==> config.mk <==
export PLATFORM = sky130hd
export DESIGN_NAME = instr_issuer
export DESIGN_NICKNAME = d
export VERILOG_FILES = /design/src/rtl/instr_issuer_pkg.sv /design/src/rtl/instr_issuer_prog_ram.sv /design/src/rtl/instr_issuer.sv
export SDC_FILE = /design/constraint.sdc
export NUM_CORES = 1
export LEC_CHECK = 0
export ABC_AREA = 1
export CELL_PAD_IN_SITES_DETAIL_PLACEMENT = 1
export CELL_PAD_IN_SITES_GLOBAL_PLACEMENT = 1
export CORE_ASPECT_RATIO = 1.5
export CORE_MARGIN = 4
export CORE_UTILIZATION = 51
export DETAILED_ROUTE_END_ITERATION = 16
export DONT_BUFFER_PORTS = 1
export HOLD_SLACK_MARGIN = 0.1
export PLACE_DENSITY = 0.89
export SYNTH_ARGS = -nofsm -noshare
export SYNTH_HDL_FRONTEND = slang
export SYNTH_SLANG_ARGS = --single-unit
==> constraint.sdc <==
create_clock -name clk -period 4.3 [get_ports clk]
set_clock_uncertainty 0.15 [all_clocks]
set_input_delay 0.215 -clock clk [delete_from_list [all_inputs] [get_ports clk]]
set_output_delay 0.215 -clock clk [all_outputs]
set_load 0.005 [all_outputs]
==> src/rtl/instr_issuer_pkg.sv <==
// -----------------------------------------------------------------------------
// instr_issuer_pkg
// Shared definitions for the instruction issuer: instruction class codes,
// instruction word field layout, per-class hold lengths (in cycles, counted
// from the CPU control unit's DECODE state), the CU's NOP loop length, and
// the issuer state enum.
// -----------------------------------------------------------------------------
package instr_issuer_pkg;

  typedef enum logic [1:0] {
    CLS_NOP    = 2'b00,
    CLS_STD    = 2'b01,
    CLS_LOADR  = 2'b10,
    CLS_STORER = 2'b11
  } instr_class_e;

  // Field layout of a 20-bit instruction word, MSB first.
  typedef struct packed {
    instr_class_e cls;     // [19:18]
    logic [1:0]   x1;      // [17:16]
    logic [1:0]   x2;      // [15:14]
    logic [1:0]   x3;      // [13:12]
    logic [7:0]   offset;  // [11:4]
    logic [3:0]   opcode;  // [3:0]
  } instr_word_t;

  localparam int CLASS_LSB = 18;

  localparam int HOLD_STD    = 3;
  localparam int HOLD_LOADR  = 4;
  localparam int HOLD_STORER = 3;
  localparam int HOLD_NOP    = 4;

  // The CU spins through a 4-cycle loop while it sees NOP words.
  localparam int NOP_SLOT_LEN = 4;

  typedef enum logic [1:0] {
    ST_IDLE,
    ST_WAIT_SLOT,
    ST_ISSUE,
    ST_FIN
  } state_e;

  // Number of cycles the CU needs to finish an instruction of class cls.
  function automatic logic [2:0] hold_len(input logic [1:0] cls);
    logic [2:0] len;
    case (cls)
      CLS_STD:    len = 3'(HOLD_STD);
      CLS_LOADR:  len = 3'(HOLD_LOADR);
      CLS_STORER: len = 3'(HOLD_STORER);
      default:    len = 3'(HOLD_NOP);
    endcase
    return len;
  endfunction

endpackage

==> src/rtl/instr_issuer_prog_ram.sv <==
// -----------------------------------------------------------------------------
// prog_ram
// Program store for the instruction issuer: (1 << ADDR_BITS) x WIDTH,
// synchronous write, asynchronous read.
// Ports:
//   clk    - write clock
//   we     - write enable
//   waddr  - write address
//   wdata  - write data
//   raddr  - read address
//   rdata  - read data (combinational from raddr)
// -----------------------------------------------------------------------------
module prog_ram #(
  parameter int WIDTH     = 20,
  parameter int ADDR_BITS = 4
) (
  input  logic                 clk,
  input  logic                 we,
  input  logic [ADDR_BITS-1:0] waddr,
  input  logic [WIDTH-1:0]     wdata,
  input  logic [ADDR_BITS-1:0] raddr,
  output logic [WIDTH-1:0]     rdata
);

  localparam int DEPTH = 1 << ADDR_BITS;

  logic [WIDTH-1:0] mem [DEPTH];

  // NOTE: the array has no reset; the program must survive a CPU reset, and a
  // per-entry reset would turn the RAM into a bank of resettable flops.
  always_ff @(posedge clk) begin
    if (we) mem[waddr] <= wdata;
  end

  assign rdata = mem[raddr];

endmodule

==> src/rtl/instr_issuer.sv <==
// -----------------------------------------------------------------------------
// instr_issuer
// Drives the simple CPU's instruction input from an internal program RAM.
// Each word is held for as many cycles as the CU needs for its class; the
// very first word after reset is held one extra cycle because the CU only
// leaves RESET once it sees a nonzero class. After the first word has been
// issued, new runs are aligned to the CU's 4-cycle NOP loop.
//
// Optional feature: define INSTR_ISSUER_LOOP_EN to add the `loop` input;
// with loop = 1 the program wraps back to address 0 instead of finishing.
//
// Ports:
//   clk, rst          - clock, asynchronous active-low reset
//   load_en/addr/data - program RAM write port (ignored while busy)
//   start, prog_len   - run prog_len words from address 0 (accepted in IDLE)
//   loop              - (INSTR_ISSUER_LOOP_EN only) wrap at end of program
//   instruction       - registered word to the CPU, 0 when not issuing
//   issue_strobe      - pulse in the first cycle of each issued word
//   pc                - address of the word on `instruction`
//   busy              - run in progress (through the final hold cycle)
//   done              - pulse in the cycle after the final hold cycle
// -----------------------------------------------------------------------------
module instr_issuer
  import instr_issuer_pkg::*;
#(
  parameter int INSTR_WIDTH    = 20,
  parameter int PROG_ADDR_BITS = 4
) (
  input  logic                      clk,
  input  logic                      rst,
  input  logic                      load_en,
  input  logic [PROG_ADDR_BITS-1:0] load_addr,
  input  logic [INSTR_WIDTH-1:0]    load_data,
  input  logic                      start,
  input  logic [PROG_ADDR_BITS:0]   prog_len,
`ifdef INSTR_ISSUER_LOOP_EN
  input  logic                      loop,
`endif
  output logic [INSTR_WIDTH-1:0]    instruction,
  output logic                      issue_strobe,
  output logic [PROG_ADDR_BITS-1:0] pc,
  output logic                      busy,
  output logic                      done
);

  localparam int                    PROG_DEPTH = 1 << PROG_ADDR_BITS;
  localparam logic [PROG_ADDR_BITS:0] LEN_MAX  = (PROG_ADDR_BITS + 1)'(PROG_DEPTH);
  localparam logic [1:0]            SLOT_LAST  = 2'(NOP_SLOT_LEN - 1);

  state_e                    state_q, state_d;
  logic [PROG_ADDR_BITS-1:0] pc_q, pc_d;
  logic [PROG_ADDR_BITS:0]   len_q, len_d;
  logic [2:0]                hold_q, hold_d;    // remaining hold cycles - 1
  logic [1:0]                slot_q, slot_d;    // phase within the CU NOP loop
  logic                      primed_q, primed_d;
  logic [INSTR_WIDTH-1:0]    instr_q, instr_d;
  logic                      strobe_q, strobe_d;

  logic                      ram_we;
  logic [PROG_ADDR_BITS-1:0] rd_addr;
  logic [INSTR_WIDTH-1:0]    ram_rdata;
  logic [INSTR_WIDTH-1:0]    fetch;
  logic [PROG_ADDR_BITS:0]   pc_next;
  logic                      issue_word;

  assign busy   = (state_q == ST_WAIT_SLOT) || (state_q == ST_ISSUE);
  assign ram_we = load_en && !busy;

  prog_ram #(
    .WIDTH     (INSTR_WIDTH),
    .ADDR_BITS (PROG_ADDR_BITS)
  ) u_prog_ram (
    .clk   (clk),
    .we    (ram_we),
    .waddr (load_addr),
    .wdata (load_data),
    .raddr (rd_addr),
    .rdata (ram_rdata)
  );

  // A write landing on the same edge as the fetch must be seen by the issue.
  assign fetch   = (ram_we && (load_addr == rd_addr)) ? load_data : ram_rdata;
  assign pc_next = {1'b0, pc_q} + 1'b1;

  // NOTE: every signal written here gets a default first, so no path can
  // leave one unassigned and infer a latch.
  always_comb begin
    state_d    = state_q;
    pc_d       = pc_q;
    len_d      = len_q;
    hold_d     = hold_q;
    slot_d     = slot_q;
    primed_d   = primed_q;
    instr_d    = instr_q;
    strobe_d   = 1'b0;
    rd_addr    = '0;
    issue_word = 1'b0;

    unique case (state_q)
      ST_IDLE: begin
        instr_d = '0;
        if (primed_q) slot_d = slot_q + 2'd1;
        if (start) begin
          len_d = (prog_len > LEN_MAX) ? LEN_MAX : prog_len;
          pc_d  = '0;
          if (prog_len == '0)                        state_d    = ST_FIN;
          else if (!primed_q || slot_q == SLOT_LAST) issue_word = 1'b1;
          else                                       state_d    = ST_WAIT_SLOT;
        end
      end

      ST_WAIT_SLOT: begin
        slot_d = slot_q + 2'd1;
        // Launch on the edge that closes the current NOP slot.
        if (slot_q == SLOT_LAST) issue_word = 1'b1;
      end

      ST_ISSUE: begin
        if (hold_q != '0) begin
          hold_d = hold_q - 3'd1;
        end else if (pc_next < len_q) begin
          rd_addr    = pc_next[PROG_ADDR_BITS-1:0];
          pc_d       = pc_next[PROG_ADDR_BITS-1:0];
          issue_word = 1'b1;
        end
`ifdef INSTR_ISSUER_LOOP_EN
        else if (loop) begin
          rd_addr    = '0;
          pc_d       = '0;
          issue_word = 1'b1;
        end
`endif
        else begin
          state_d = ST_FIN;
        end
      end

      ST_FIN: begin
        // The FIN cycle is slot 0 of the CU's NOP loop.
        slot_d  = slot_q + 2'd1;
        state_d = ST_IDLE;
      end

      default: state_d = ST_IDLE;
    endcase

    if (issue_word) begin
      state_d  = ST_ISSUE;
      instr_d  = fetch;
      strobe_d = 1'b1;
      // Unprimed: the extra cycle the CU spends leaving RESET.
      hold_d   = hold_len(fetch[CLASS_LSB +: 2]) - {2'b00, primed_q};
      primed_d = 1'b1;
    end

    if (state_d == ST_FIN) begin
      instr_d = '0;
      pc_d    = '0;
      slot_d  = '0;
    end
  end

  // NOTE: sequential state uses non-blocking assignments only, so every flop
  // samples its _d value from before the edge.
  always_ff @(posedge clk or negedge rst) begin
    if (!rst) begin
      state_q  <= ST_IDLE;
      pc_q     <= '0;
      len_q    <= '0;
      hold_q   <= '0;
      slot_q   <= '0;
      primed_q <= 1'b0;
      instr_q  <= '0;
      strobe_q <= 1'b0;
    end else begin
      state_q  <= state_d;
      pc_q     <= pc_d;
      len_q    <= len_d;
      hold_q   <= hold_d;
      slot_q   <= slot_d;
      primed_q <= primed_d;
      instr_q  <= instr_d;
      strobe_q <= strobe_d;
    end
  end

  assign instruction  = instr_q;
  assign issue_strobe = strobe_q;
  assign pc           = pc_q;
  assign done         = (state_q == ST_FIN);

endmodule

==> results of run 1 <==
-- layout make-up --
class | count | area share
Clock inverter | 22 | 0.00730
Sequential cell | 358 | 0.593
Antenna cell | 6 | 0.000843
Timing Repair Buffer | 95 | 0.0516
Tap cell | 400 | 0.0281
Clock buffer | 36 | 0.0446
Multi-Input combinational cell | 904 | 0.257
Inverter | 85 | 0.0179
-- worst max path at each step --
stage,cells after the start,to
finish,22,hold_q[0]
global route,22,hold_q[0]
CTS,22,hold_q[0]
detailed placement,22,hold_q[0]
global placement,21,hold_q[0]
floorplan,23,hold_q[0]
-- timing repair --
action | CTS | global route
hold buffers | 41 | 0
endpoints found under the setup margin | 0 | 29
buffers inserted | 0 | 8
endpoints found under the hold margin | 386 | 0
gates resized for setup | 0 | 14
-- worst max-delay path, cell delays in order, from the launching register on --
cell,delay (ps)
dfrtp_2,470
ha_1,290
nand2_1,110
nor2_1,50
ha_1,320
nand2_1,120
nand2_1,120
inv_1,50
nand2_1,110
nor2_4,60
nand4_1,150
buf_6,310
o21ai_0,140
nor2_1,220
buf_4,260
nand2_1,130
nand3_1,150
nand2_1,120
ha_1,300
nand2_1,60
o21ai_0,100
nor2_1,90
a21oi_1,200
-- sequential cells by signal, summed over array words and instances (netlist names) --
| name | cells |
|---|---|
| slot_q | 2 |
| u_prog_ram.mem | 320 |
| hold_q | 3 |
| primed_q | 1 |
| instruction | 20 |
| len_q | 5 |
| issue_strobe | 1 |
| pc | 4 |
| state_q | 2 |
-- kinds of logic after synthesis --
family | count (synthesis) | synth area share
AOI/OAI and AO/OA | 28 | 0.00949
xor gates and xnor gates | 5 | 0.00277
adders and majority gates | 15 | 0.0119
buffers and inverters | 196 | 0.0497
DFF | 358 | 0.668
muxes | 2 | 0.00142
and+or+nand+nor | 854 | 0.257
-- power breakdown --
part	internal, W	switching (W)
Combinational	0.000613	0.00205
Sequential	0.00401	0.000156
Clock	0.00138	0.00134
Total	0.00600	0.00355
-- synthesized netlist by cell type, types with 2 or more instances --
cell type and instances:
edfxtp_1 320, nand3b_1 20, or2_2 2, buf_2 40, nand2_1 350, inv_2 4
nand3_1 289, mux2_2 2, inv_1 81, dfrtp_1 38, o21ai_1 2, a21oi_1 8
ha_1 15, o21ai_0 10, nor2_1 27, buf_1 8, xor2_1 4, nor2_2 4
o22ai_1 7, clkbuf_1 63, nand4_1 160
-- routing by layer --
layer	GRT usage	wire length, um	vias up
met5	0	13	-
li1	-	-	5277
met2	0.532	28800	1221
met1	0.389	19600	6478
met3	0.0670	7630	361
met4	0.201	4710	2
-- through the flow --
stage / hold WS, ps / TNS, ps / instances / setup WS [ps]
final: 164 / 0 / 1906 / 89.7
after global routing: 169 / -60.7 / 1903 / -59.1
after detailed placement: -230 / 0 / 1790 / 244
after CTS: 101 / 0 / 1889 / 153
after floorplan: -231 / 0 / 1458 / 1030
after global placement: -230 / 0 / 1790 / 562
==> flow_metrics.env, run 1 <==
export IMPL_reg2reg_setup_slack_ps=90
export IMPL_fill_cells=3111
export IMPL_hold_start="load_addr[1]"
export IMPL_gp_congestion=0.823
export IMPL_clk_latency_ps=600
export IMPL_power_total_w=0.00955
export IMPL_yosysWarnings=0
export IMPL_clock_sinks=358
export IMPL_grt_pass1_vias=13700
export IMPL_drc=0
export IMPL_max_slew_margin=0.195
export IMPL_ioPinCount=60
export IMPL_cts_buffers=31
export IMPL_dominantRegCellSynth="edfxtp_1"
export IMPL_final_util=0.585
export IMPL_worstPathRequired_ps=4630
export IMPL_portBuffers=0
export IMPL_grt_ovfl_total=0
export IMPL_num_rows=78
export IMPL_cts_root_buf="clkbuf_16"
export IMPL_final_cell_mix="nand2_1 (350), edfxtp_1 (320), nand3_1 (288)"
export IMPL_grt_pass1_wl_um=83300
export IMPL_critPathLaunch="pc[0]"
export IMPL_register_area_um2=10600
export IMPL_syn_avg_cell_area_um2=10.8
export IMPL_clk_pin_slew_ps=90
export IMPL_worstMarginPinSlew_ps=1210
export IMPL_r2r_end="hold_q[0]"
export IMPL_synth_edf_count=320
export IMPL_final_layout_size_suffix_gt1_frac=0.0907
export IMPL_p_leak_nw=6.87
export IMPL_crit_type="reg -> reg"
export IMPL_multi_input_area_um2=4570
export IMPL_ys_seq_elements=358
export IMPL_drt_iter0_markers=1978
export IMPL_layout_commonest_cell="nand2_1"
export IMPL_min_path_cells=2
export IMPL_start_util=0.519
export IMPL_cts_htree_levels=1
export IMPL_ant_nets=0
export IMPL_final_area_um2=17800
export IMPL_setup_viol=0
export IMPL_finalMaxSlewViolations=0
export IMPL_clockBufferDepth=3
export IMPL_reg2reg_depth=22
export IMPL_hold_viol_final=0
export IMPL_ir_drop_mv=0.470
export IMPL_synth_area_leaders="edfxtp_1 (61%), nand3_1 (9.1%), nand2_1 (8.3%)"
export IMPL_hp_class="in -> reg"
export IMPL_synthDominantCellAreaShare=0.607
export IMPL_first_pass_iters=6
export IMPL_syn2layout_area_growth_pct=12.6
export IMPL_synth_nets=1506
export IMPL_dpl_instance_area_um2=16300
export IMPL_yosysUniqueCellTypes=25
export IMPL_power_density_nw_per_um2=536
export IMPL_tritoncts="built"
export IMPL_drt_total_wl_um=60800
export IMPL_syn_instance_count=1458
export IMPL_antenna_found_initial=6
export IMPL_cap_viol_max_count=0
export IMPL_die_w_um=152
export IMPL_crit_fanout=23
export IMPL_end_kind="flip-flop"
export IMPL_cp_start_kind="flip-flop"
export IMPL_status="completed"
export IMPL_syn_area_um2=15800
export IMPL_viasPerCell=7.00
export IMPL_r2r_start="pc[0]"
export IMPL_layout_nets=1523
export IMPL_die_area_um2=34000
export IMPL_yosys_area_top_type="edfxtp_1"
export IMPL_post_drt_wl_per_cell_um=31.9
export IMPL_seq_area_frac_synth=0.668
export IMPL_period_share=0.979
export IMPL_crit_arrival_ps=4540
export IMPL_grt_max_degree=165
export IMPL_fin_crit_ps=4210
export IMPL_async_flop_share=0.106
export IMPL_grt_usage=0.324
export IMPL_vias=13300
export IMPL_dp_hpwl_um=28700
export IMPL_hold_path_endpoint="u_prog_ram.mem[11][19]"
export IMPL_max_freq_mhz=238
export IMPL_die_h_um=224
export IMPL_core_um2=30400
(Power assumes the default switching activity.)
==> run 2: changes to the inputs <==
--- a/config.mk
+++ b/config.mk
@@ -10,11 +10,12 @@
 export CELL_PAD_IN_SITES_GLOBAL_PLACEMENT = 1
 export CORE_ASPECT_RATIO = 1.5
 export CORE_MARGIN = 4
-export CORE_UTILIZATION = 51
+export CORE_UTILIZATION = 50
 export DETAILED_ROUTE_END_ITERATION = 16
 export DONT_BUFFER_PORTS = 1
 export HOLD_SLACK_MARGIN = 0.1
-export PLACE_DENSITY = 0.89
+export PLACE_DENSITY = 0.88
+export SETUP_SLACK_MARGIN = 0.1
 export SYNTH_ARGS = -nofsm -noshare
 export SYNTH_HDL_FRONTEND = slang
 export SYNTH_SLANG_ARGS = --single-unit
==> run 2 against run 1 <==
The flow now finishes with violations (setup timing). Via count down 1.7%. Sequential power about the same. Worst hold slack worse by 38 ps. Critical path type unchanged. Combinational power about the same.
==> flow_metrics.env, run 2 (synthesis gave the netlist of run 1 again) <==
export IMPL_viasPerCell=6.91
export IMPL_tritoncts="built"
export IMPL_reg2reg_setup_slack_ps=-250
export IMPL_worstMarginPinSlew_ps=1120
export IMPL_layout_commonest_cell="nand2_1"
export IMPL_ir_drop_mv=0.388
export IMPL_crit_type="reg -> reg"
export IMPL_drt_iter0_markers=2284
export IMPL_grt_pass1_vias=13300
export IMPL_cts_root_buf="clkbuf_16"
export IMPL_finalMaxSlewViolations=0
export IMPL_r2r_end="hold_q[0]"
export IMPL_final_cell_mix="nand2_1 (350), edfxtp_1 (320), nand3_1 (288)"
export IMPL_clockBufferDepth=3
export IMPL_period_share=1.06
export IMPL_dp_cells=1786
export IMPL_layout_nets=1513
export IMPL_ant_nets=0
export IMPL_hp_class="in -> async"
export IMPL_start_util=0.508
export IMPL_finalNonFillerCells=1898
export IMPL_syn2layout_area_growth_pct=13.5
export IMPL_hold_viol_final=0
export IMPL_die_area_um2=34600
export IMPL_violations="setup timing"
export IMPL_ioPinCount=60
export IMPL_worstPathRequired_ps=4540
export IMPL_final_layout_size_suffix_gt1_frac=0.0879
export IMPL_clk_latency_ps=550
export IMPL_post_drt_wl_per_cell_um=31.0
export IMPL_max_flop_register="u_prog_ram.mem"
export IMPL_r2r_start="pc[1]"
export IMPL_reg2reg_depth=21
export IMPL_largest_register_ffs=320
export IMPL_num_rows=79
export IMPL_crit_fanout=41
export IMPL_cap_viol_max_count=0
export IMPL_fin_crit_ps=4550
export IMPL_crit_arrival_ps=4790
export IMPL_grt_max_degree=165
export IMPL_cts_htree_levels=2
export IMPL_grt_pass1_wl_um=81400
export IMPL_fin_ws_ps=-252
export IMPL_grt_ovfl_total=0
export IMPL_portBuffers=0
export IMPL_clk_pin_slew_ps=80
export IMPL_max_slew_margin=0.253
export IMPL_core_um2=31100
export IMPL_die_h_um=226
export IMPL_whs_ps=126
export IMPL_antenna_found_initial=2
export IMPL_drc=0
export IMPL_gp_congestion=0.846
export IMPL_p_leak_nw=6.92
export IMPL_cts_buffers=34
export IMPL_dp_hpwl_um=27000
export IMPL_clock_sinks=358
export IMPL_power_density_nw_per_um2=554
export IMPL_first_pass_iters=6
export IMPL_grt_usage=0.309
export IMPL_vias=13100
export IMPL_die_w_um=153
export IMPL_setup_viol=1
export IMPL_status="complete, but fails checks"
export IMPL_critPathLaunch="pc[1]"
export IMPL_max_freq_mhz=220
export IMPL_drt_total_wl_um=58800
export IMPL_cp_start_kind="flip-flop"
export IMPL_end_kind="flip-flop"
==> run 2: worst max-delay path: stages, from the launching register on <==
cell     delay (ps)
dfrtp_1         510
ha_1            250
xor2_1          260
ha_1            310
nand2_1         110
nand2_1         110
nand2_1          90
nand2_1          90
nor2_4          260
nand3_2         210
nor2_4          220
inv_2            90
buf_6           250
nand3_1         170
nand3_1          90
nand3_1         120
nand2_1         110
ha_1            300
nand2_1          70
o21ai_0         120
nor2_1           70
a21oi_1         410
==> run 2: layout make-up <==
type	count	area (um2)
diodes	2	5.00
clock buffers	46	1000
clock inverters	16	121
fillers	3197	13200
inverters	85	319
multi-input cells	904	4550
flip-flops and latches	358	10600
well taps	405	507
repair buffers	82	885
==> run 2: what timing repair did <==
action | CTS | global route
endpoints found under the hold margin | 385 | 0
endpoints found under the setup margin | 1 | 22
hold buffers | 35 | 0
cloned | 0 | 5
gates resized for setup | 2 | 20
setup buffers | 0 | 8
pin swaps | 0 | 5
==> run 2: how the worst max path moves through the flow <==
stage / end / cells after the start / slack (ps)
2_1_floorplan: hold_q[0] / 23 / 1030
3_3_place_gp: hold_q[0] / 20 / 390
3_5_place_dp: hold_q[0] / 21 / 130
4_1_cts: hold_q[0] / 22 / 140
5_1_grt: hold_q[0] / 21 / -340
6_report: hold_q[0] / 21 / -250
==> run 2: per-stage QoR <==
stage	worst slack [ps]	area [um2]	utilization	TNS [ps]	power, W
after CTS	143	17700	0.569	0	0.00955
after global placement	389	16200	0.521	0	0.00629
final	-252	18000	0.577	-252	0.00994
after global routing	-339	17900	0.576	-339	0.0102
after floorplan	1030	15800	-	0	0.00570
after detailed placement	131	16200	0.521	0	0.00640
==> run 2: where the power goes <==
part	switching (W)	internal, W	leakage [nW]
Clock	0.00135	0.00175	0.550
Combinational	0.00205	0.000597	2.99
Sequential	0.000176	0.00401	3.38
==> run 2: routing by layer <==
layer	vias up	wire, um	part of all wire	global-route usage
li1	5244	-	-	-
met1	6407	19500	0.33	0.373
met2	1150	28100	0.48	0.513
met3	314	7100	0.12	0.0638
met4	0	4150	0.071	0.186
met5	-	0	0	0
==> run 3: changes to the inputs <==
--- a/config.mk
+++ b/config.mk
@@ -6,15 +6,16 @@
 export NUM_CORES = 1
 export LEC_CHECK = 0
 export ABC_AREA = 1
+export BUFFER_PORTS_ARGS = -buffer_cell sky130_fd_sc_hd__buf_2
 export CELL_PAD_IN_SITES_DETAIL_PLACEMENT = 1
 export CELL_PAD_IN_SITES_GLOBAL_PLACEMENT = 1
 export CORE_ASPECT_RATIO = 1.5
 export CORE_MARGIN = 4
-export CORE_UTILIZATION = 50
+export CORE_UTILIZATION = 40
+export CTS_BUF_LIST = sky130_fd_sc_hd__clkbuf_2 sky130_fd_sc_hd__clkbuf_4 sky130_fd_sc_hd__clkbuf_8
 export DETAILED_ROUTE_END_ITERATION = 16
-export DONT_BUFFER_PORTS = 1
 export HOLD_SLACK_MARGIN = 0.1
-export PLACE_DENSITY = 0.88
+export PLACE_DENSITY = 0.76
 export SETUP_SLACK_MARGIN = 0.1
 export SYNTH_ARGS = -nofsm -noshare
 export SYNTH_HDL_FRONTEND = slang
==> run 3 against run 2 <==
The run now ends clean. Total power decreased by 5.9%. Worst hold slack worse by 4.9 ps. Die area rose by 24%. Largest power group unchanged. Count of clock-buffer cells in the layout is 24 higher. Sequential cell count unchanged. Critical path depth did not move. Critical path type unchanged. Sequential power decreased by 2%. Highest routed layer unchanged. Register-to-register slack improved by 680 ps. Utilization down 11 points. Wire length decreased by 16%.
==> flow_metrics.env, run 3 (synthesis gave the netlist of run 1 again) <==
export IMPL_crit_arrival_ps=4180
export IMPL_crit_top_cell="nand2_1"
export IMPL_worst_path_max_delay_cell="dfrtp_1"
export IMPL_end_kind="flip-flop"
export IMPL_place_ws_ps=293
export IMPL_dp_cells=1949
export IMPL_critPathBufInv=2
export IMPL_die_w_um=170
export IMPL_max_flop_register="u_prog_ram.mem"
export IMPL_start_util=0.404
export IMPL_crit_type="reg -> reg"
export IMPL_vias=12200
export IMPL_worstPathRequired_ps=4620
export IMPL_die_area_um2=42900
export IMPL_status="completed"
export IMPL_ioPinCount=60
export IMPL_rsz0062_at_grt="false"
export IMPL_portBuffers=59
export IMPL_hold_viol_final=0
export IMPL_ant_nets=0
export IMPL_finalMaxSlewViolations=0
export IMPL_core_um2=39200
export IMPL_final_util=0.462
export IMPL_crit_chain="ha_1 > xor2_1 > ha_1 > nand2_1 > nand2_1 > nand2_1 > nand2_1 > nor2_4 > nand3_1 > nor2_4 > inv_2 > buf_4 > nand3_1 > nand3_1 > nand3_1 > nand2_1 > ha_1 > nand2_1 > o21ai_0 > nor2_1 > a21oi_1"
export IMPL_power_density_nw_per_um2=516
export IMPL_max_freq_mhz=259
export IMPL_cts_htree_levels=2
export IMPL_grt_pass1_wl_um=75200
export IMPL_grt_max_degree=158
export IMPL_drt_total_wl_um=49200
export IMPL_clk_latency_ps=610
export IMPL_fin_crit_ps=3870
export IMPL_final_cell_mix="nand2_1 (350), edfxtp_1 (320), nand3_1 (289)"
export IMPL_grt_ovfl_total=0
export IMPL_viasPerCell=5.86
export IMPL_antenna_found_initial=2
export IMPL_ir_drop_mv=0.722
export IMPL_gp_congestion=0.835
export IMPL_p_leak_nw=7.10
export IMPL_fin_setup_tns_ps=0
export IMPL_grt_pass1_vias=12800
export IMPL_hp_class="in -> async"
export IMPL_largest_register_ffs=320
export IMPL_clockBufferDepth=3
export IMPL_cp_start_kind="flip-flop"
export IMPL_layout_commonest_cell="nand2_1"
export IMPL_drt_iter0_markers=1049
export IMPL_period_share=0.899
export IMPL_layout_nets=1585
export IMPL_final_layout_size_suffix_gt1_frac=0.135
export IMPL_crit_fanout=41
export IMPL_fin_ws_ps=432
export IMPL_max_slew_margin=0.385
export IMPL_die_h_um=252
export IMPL_drc=0
export IMPL_dp_hpwl_um=27700
export IMPL_critPathMaxStageDelay_ps=460
export IMPL_cp_top_family="simple AND/OR/NAND/NOR gates"
export IMPL_num_rows=89
export IMPL_cap_viol_max_count=0
export IMPL_cts_root_buf="clkbuf_8"
export IMPL_clock_sinks=358
export IMPL_worstMarginPinSlew_ps=922
export IMPL_syn2layout_area_growth_pct=14.5
export IMPL_cts_buffers=51
export IMPL_grt_usage=0.226
export IMPL_setup_viol=0
export IMPL_finalNonFillerCells=2077
export IMPL_post_drt_wl_per_cell_um=23.7
export IMPL_tritoncts="built"
export IMPL_clk_pin_slew_ps=70
export IMPL_first_pass_iters=5
==> run 3: area by class of cell <==
type | instances | area (um2)
inverter | 85 | 319
sequential | 358 | 10600
clock buffer | 70 | 857
multi-input combinational | 904 | 4540
tap | 500 | 626
timing repair buffer | 137 | 1040
clock inverter | 22 | 170
antenna | 1 | 2.50
fill | 4274 | 21100
==> run 3: metal layers <==
metal,GRT usage,up-vias,part of all wire
li1,-,5394,-
met3,0.0274,128,0.067
met4,0.0961,0,0.040
met5,0,-,0
met2,0.391,508,0.51
met1,0.285,6148,0.38
==> run 3: report_power, final <==
part	leakage, nW	internal, W	total (W)	switching (W)
combinational	3.18	0.000634	0.00248	0.00185
sequential	3.38	0.00401	0.00411	0.000101
clock	0.539	0.00147	0.00276	0.00129
total	7.10	0.00611	0.00935	0.00324
==> run 3: timing repair <==
item	4_1_cts	5_1_grt
endpoints found under the setup margin	0	13
buffers inserted	0	0
hold buffers	35	0
resized for setup	0	2
hold endpoints to repair	369	0
==> run 3: metrics by stage <==
stage                     instance area [um2]  hold slack, ps  power (W)
after floorplan                         15800            -231    0.00570
final                                   18100             121    0.00935
after global routing                    18100             150    0.00978
after global placement                  16700             227    0.00649
after detailed placement                16700             236    0.00658
after CTS                               18100             114    0.00938
==> run 3: final timing paths <==
kind                       cells after the start  slack [ps]         endpoint       startpoint
max                                           21         430        hold_q[0]            pc[0]
min                                            2         120            pc[1]              rst
max reg2reg                                   21         430        hold_q[0]            pc[0]
min reg2reg                                    2         360  instruction[15]  instruction[15]
max in group asynchronous                      2        3290        hold_q[2]              rst
min in group clk                               9         150  instruction[14]     load_addr[0]
